File: config.mk
export PLATFORM = sky130hd
export DESIGN_NAME = lct_mpc_tx
export DESIGN_NICKNAME = d
export VERILOG_FILES = /design/src/rtl/lct_mpc_tx.sv
export SDC_FILE = /design/constraint.sdc
export NUM_CORES = 1
export LEC_CHECK = 0
export BUFFER_PORTS_ARGS = -buffer_cell sky130_fd_sc_hd__buf_2
export CAP_MARGIN = 20
export CORE_MARGIN = 4
export CORE_UTILIZATION = 57
export CTS_CLUSTER_DIAMETER = 30
export CTS_CLUSTER_SIZE = 28
export DETAILED_ROUTE_END_ITERATION = 8
export GPL_ROUTABILITY_DRIVEN = 0
export HOLD_SLACK_MARGIN = 0.15
export PLACE_DENSITY = 0.85
export SYNTH_ARGS = -nofsm -noshare
export SYNTH_HDL_FRONTEND = slang
export SYNTH_SLANG_ARGS = --single-unit
File: constraint.sdc
create_clock -name clock -period 11.3 [get_ports clock]
set_input_delay 2.26 -clock clock [delete_from_list [all_inputs] [get_ports clock]]
set_output_delay 2.26 -clock clock [all_outputs]
set_load 0.01 [all_outputs]
File: src/rtl/lct_mpc_tx.sv
// rtl/lct_mpc_tx.sv - LCT pair to MPC transmitter with accept window and status counters
// Optional quality sort of the two LCTs into lanes A/B is enabled by defining LCT_SORT_EN.
module lct_mpc_tx #(
   parameter int ACC_WIN  = 8,
   parameter int CNT_BITS = 16
) (
   input  logic                clock,
   input  logic                global_reset,
   input  logic                lct_vld,
   input  logic                lct0_vld,
   input  logic                lct1_vld,
   input  logic [3:0]          lct0_q,
   input  logic [3:0]          lct1_q,
   input  logic [3:0]          lct0_pat,
   input  logic [3:0]          lct1_pat,
   input  logic [7:0]          lct0_key,
   input  logic [7:0]          lct1_key,
   input  logic                lct0_bend,
   input  logic                lct1_bend,
   input  logic [6:0]          lct0_wg,
   input  logic [6:0]          lct1_wg,
   input  logic [1:0]          bxn,
   input  logic [3:0]          csc_id,
   input  logic                sync_err,
   output logic [15:0]         mpc_frame_a,
   output logic [15:0]         mpc_frame_b,
   output logic                mpc_tx_vld,
   input  logic                mpc_accept_vld,
   input  logic [1:0]          mpc_accept,
   output logic [1:0]          lct_accepted,
   output logic                accept_done,
   output logic                mpc_timeout,
   output logic [CNT_BITS-1:0] cnt_sent,
   output logic [CNT_BITS-1:0] cnt_acc_a,
   output logic [CNT_BITS-1:0] cnt_acc_b,
   output logic [CNT_BITS-1:0] cnt_timeout,
   output logic [CNT_BITS-1:0] cnt_drop
);

   typedef enum logic [1:0] {IDLE, TX0, TX1, WAIT} state_t;

   state_t      st, st_nx;
   logic [7:0]  win_cnt;
   logic [15:0] w1a_q, w1b_q;
   logic [15:0] w0_0, w0_1, w1_0, w1_1;
   logic [15:0] frame_a_d, frame_b_d;
   logic        tx_vld_d;
   logic        swap, start, drop, reply, expire;

   // Invalid LCTs contribute all-zero words so the MPC never sees stale fields
   assign w0_0 = lct0_vld ? {1'b1, lct0_q, lct0_pat, lct0_wg} : 16'h0000;
   assign w0_1 = lct1_vld ? {1'b1, lct1_q, lct1_pat, lct1_wg} : 16'h0000;
   assign w1_0 = lct0_vld ? {lct0_bend, lct0_key, bxn, csc_id, sync_err} : 16'h0000;
   assign w1_1 = lct1_vld ? {lct1_bend, lct1_key, bxn, csc_id, sync_err} : 16'h0000;

`ifdef LCT_SORT_EN
   assign swap = lct1_vld && (!lct0_vld || (lct1_q > lct0_q));
`else
   assign swap = 1'b0;
`endif

   assign start  = (st == IDLE) && lct_vld;
   assign drop   = (st != IDLE) && lct_vld;
   assign reply  = (st == WAIT) && mpc_accept_vld;
   assign expire = (st == WAIT) && !mpc_accept_vld && (win_cnt == 8'd0);

   function automatic logic [CNT_BITS-1:0] sat_inc(input logic [CNT_BITS-1:0] v, input logic en);
      return (en && (v != {CNT_BITS{1'b1}})) ? v + {{(CNT_BITS-1){1'b0}}, 1'b1} : v;
   endfunction

   always_ff @(posedge clock or posedge global_reset) begin
      if (global_reset) begin
         st <= IDLE;
      end else begin
         st <= st_nx;
      end
   end

   always_comb begin
      st_nx = st;
      case (st)
         IDLE:    if (start) st_nx = TX0;
         TX0:     st_nx = TX1;
         TX1:     st_nx = WAIT;
         WAIT:    if (reply || expire) st_nx = IDLE;
         default: st_nx = IDLE;
      endcase
   end

   // Frame values are computed one clock ahead so the frame registers line up with the state
   always_comb begin
      frame_a_d = 16'h0000;
      frame_b_d = 16'h0000;
      tx_vld_d  = 1'b0;
      if (start) begin
         frame_a_d = swap ? w0_1 : w0_0;
         frame_b_d = swap ? w0_0 : w0_1;
         tx_vld_d  = 1'b1;
      end else if (st == TX0) begin
         frame_a_d = w1a_q;
         frame_b_d = w1b_q;
         tx_vld_d  = 1'b1;
      end
   end

   always_ff @(posedge clock or posedge global_reset) begin
      if (global_reset) begin
         mpc_frame_a  <= 16'h0000;
         mpc_frame_b  <= 16'h0000;
         mpc_tx_vld   <= 1'b0;
         w1a_q        <= 16'h0000;
         w1b_q        <= 16'h0000;
         win_cnt      <= 8'd0;
         lct_accepted <= 2'b00;
         accept_done  <= 1'b0;
         mpc_timeout  <= 1'b0;
         cnt_sent     <= '0;
         cnt_acc_a    <= '0;
         cnt_acc_b    <= '0;
         cnt_timeout  <= '0;
         cnt_drop     <= '0;
      end else begin
         mpc_frame_a <= frame_a_d;
         mpc_frame_b <= frame_b_d;
         mpc_tx_vld  <= tx_vld_d;
         accept_done <= reply;
         mpc_timeout <= expire;
         if (start) begin
            w1a_q <= swap ? w1_1 : w1_0;
            w1b_q <= swap ? w1_0 : w1_1;
         end
         if (st == TX1) begin
            win_cnt <= 8'(ACC_WIN - 1);
         end else if ((st == WAIT) && (win_cnt != 8'd0)) begin
            win_cnt <= win_cnt - 8'd1;
         end
         if (reply) begin
            lct_accepted <= mpc_accept;
         end else if (expire) begin
            lct_accepted <= 2'b00;
         end
         cnt_sent    <= sat_inc(cnt_sent, start);
         cnt_drop    <= sat_inc(cnt_drop, drop);
         cnt_acc_a   <= sat_inc(cnt_acc_a, reply && mpc_accept[0]);
         cnt_acc_b   <= sat_inc(cnt_acc_b, reply && mpc_accept[1]);
         cnt_timeout <= sat_inc(cnt_timeout, expire);
      end
   end

endmodule

==> metrics <==
slowest stage delay, CP=800 ps; global routing's busiest layer=met2; post_cts resized=0; status=complete, no violations; Inserted Clock Buffers=17; vias in the first global route=5202; clk buf depth=2; CTS HTree Levels=4; clock slew at reported path FFs=60 ps; IO Port Bufs=179; Critical Path End Type=flop; Max Freq=0.2747 GHz; die span in y=118.7 um; Seq/Total Area, Yosys=56.94%; hold crit path type=reg2reg; met2 Resource Use GR=32.82%; worst skew pair latency=410 ps; nets=946; met3 Usage GRT=6.794%; setup_tns=0 ps; Horiz. Die Dim=118.7 um; synthesized cell area=6988 um^2; largest net degree at the start of global routing=82; Power Internal=1.197 mW; Std-Cell Rows=40; CP Launch Type=primary input; min cycle time layout=3641 ps; Initial Util=58.18%; CP max FO=71; Synth warnings=0; first-pass GRT wire length=24960 um; Final ANT Viol Nets=0; max-slew violations=0; crit-path cells=buf_2 > nand2_2 > buf_4 > nor4_1 > nand4_1 > xnor2_1; detail-routed net length per standard cell=14.67 um; largest area contributor in the netlist=dfrtp_1; Reg-to-Reg End=cnt_timeout[15]; start point of the critical path=lct_vld; combinational power share=23.1%; clk sinks=159; P_sw=0.5464 mW; worst slack, placed=7215 ps; RSZ-0062 raised after global routing=false; GRT Resource Usage Total=21.81%; Reg2Reg Depth=8; DR pass1 iterations=5; Setup CP Type=in2reg; period utilisation layout=32.22%; syn_nets=769; Post CTS Setup Buffer Count=0; slowest cell on the critical path=nor4_1; Distinct cells, synth=41; Setup Skew=6.109 ps; commonest non-fill, non-tap cell in the layout=buf_2; DPL Wire Length=10450 um; Antenna diodes=0; post-synthesis cell count=694; DP Area=8001 um^2; initial antenna violation count=0; power share of the clock group=32.3%; via count=5583; Fin. Hold Viols=0; end of the critical path=cnt_sent[14]; reg2reg setup slack=8740 ps; Leak Pwr=4.694 nW; maxcap violations=0; Crit path required time=11600 ps; Ports=180; Via density=5.420; Slew @ Worst Pin=831.9 ps; final worst slack=7659 ps; root buffer cell=clkbuf_16; Worst Path Arrival=3940 ps; r2r startpoint=win_cnt[0]; Power Dens Cells=201.9 nW/um^2; synth top area cells=dfrtp_1 (57%), nand3_1 (8.5%), nand2_1 (7.7%); CTS tree=yes; WL final=15110 um; core region area=12010 um^2; Max-slew headroom=44.03%; GRT Residual Overflow=0; share of cells above drive strength 1=26.95%; number of remaining DRC errors=0; syn_area_per_cell=10.07 um^2; initial drt markers=481; Yosys reg bits=159; die area=14090 um^2; routing usage on met1=30.47%; # hold bufs at CTS=0; post-synth top area share=56.94%; Final setup viols=0; Sw Share=31.35%; fillers=867; Layout area overhead=23.55%; post-route cell area=8633 um^2; most frequent cells in the layout=buf_2 (179), dfrtp_1 (159), nand2_1 (142); share of power burned in registers=44.6%; maximum vdd drop=171.3 uV
Yosys cell counts (all sizes together):
library cell / n
a211o: 1
a21boi: 1
a21oi: 6
a31oi: 3
and2: 7
and3: 18
and4: 1
buf: 4
clkbuf: 22
clkinv: 1
dfrtp: 159
ha: 12
inv: 9
mux2: 7
mux2i: 1
nand2: 143
nand2b: 5
nand3: 120
nand4: 23
nand4bb: 1
nor2: 35
nor2b: 1
nor3: 12
nor3b: 1
nor4: 8
nor4b: 1
o2111ai: 1
o211ai: 1
o21a: 1
o21ai: 4
or2: 2
or3: 5
or4: 1
or4b: 2
xnor2: 43
xor2: 32
cell families (layout without fill, tap and decap cells):
group	count (synthesis)	in the layout	synth area share, %
AO/OA/AOI/OAI	18	18	1.612
XOR/XNOR	75	75	9.400
adder cells (fa/ha/maj)	12	12	2.149
buffers and inverters	36	225	1.952
flip-flops	159	159	56.94
multiplexers	8	8	1.271
AND/OR/NAND/NOR	386	386	26.68
metal layers:
layer,wire length (um),vias up
met4,151,0
li1,-,2711
met1,6624,2643
met3,1225,14
met2,7108,215
met5,0,-
per-stage QoR:
step	util [%]	total power, mW	hold slack, ps	instances
6_report	71.88	1.743	465.3	1030
3_5_place_dp	66.61	1.186	455.5	997
3_3_place_gp	66.61	1.171	449.9	997
2_1_floorplan	-	1.037	438.4	694
4_1_cts	71.54	1.753	468.3	1028
5_1_grt	71.88	1.849	486.0	1030
sequential cells by signal, indices dropped and copies added, names as in the netlist:
name	count
mpc_timeout	1
w1b_q	16
st	2
cnt_acc_b	16
cnt_timeout	16
mpc_frame_b	16
w1a_q	16
lct_accepted	2
mpc_frame_a	16
cnt_acc_a	16
cnt_drop	16
win_cnt	8
cnt_sent	16
accept_done	1
mpc_tx_vld	1
critical path, delay by kind of cell:
| kind | cells | cell delay, ps |
|---|---|---|
| xor+xnor | 1 | 170 |
| simple gates | 3 | 1060 |
| buf+inv | 2 | 430 |
power groups by stage:
| stage | Clock (mW) | Sequential [mW] | Combinational, mW |
|---|---|---|---|
| finish | 0.563 | 0.778 | 0.402 |
| global route | 0.596 | 0.794 | 0.458 |
| CTS | 0.573 | 0.777 | 0.403 |
| detailed placement | 0 | 0.784 | 0.402 |
| global placement | 0 | 0.781 | 0.389 |
| floorplan | 0 | 0.802 | 0.235 |
cell type report:
type	count	area (um^2)	area share [%]
flip-flops and latches	159	3979	46.09
inverters	10	43.79	0.5072
repair buffers	184	958.4	11.10
clock inverters	10	111.4	1.290
clock buffers	21	480.5	5.565
well taps	147	183.9	2.130
multi-input cells	499	2877	33.32
worst min-delay path by stage:
stage	cells after the start	from	endpoint
after floorplan	2	w1a_q[0]	w1a_q[0]
after global placement	2	w1b_q[8]	w1b_q[8]
after detailed placement	2	w1b_q[9]	w1b_q[9]
after CTS	2	w1b_q[8]	w1b_q[8]
after global routing	2	w1a_q[12]	w1a_q[12]
final	2	w1a_q[12]	w1a_q[12]
Power figures use the tool's default switching activity.
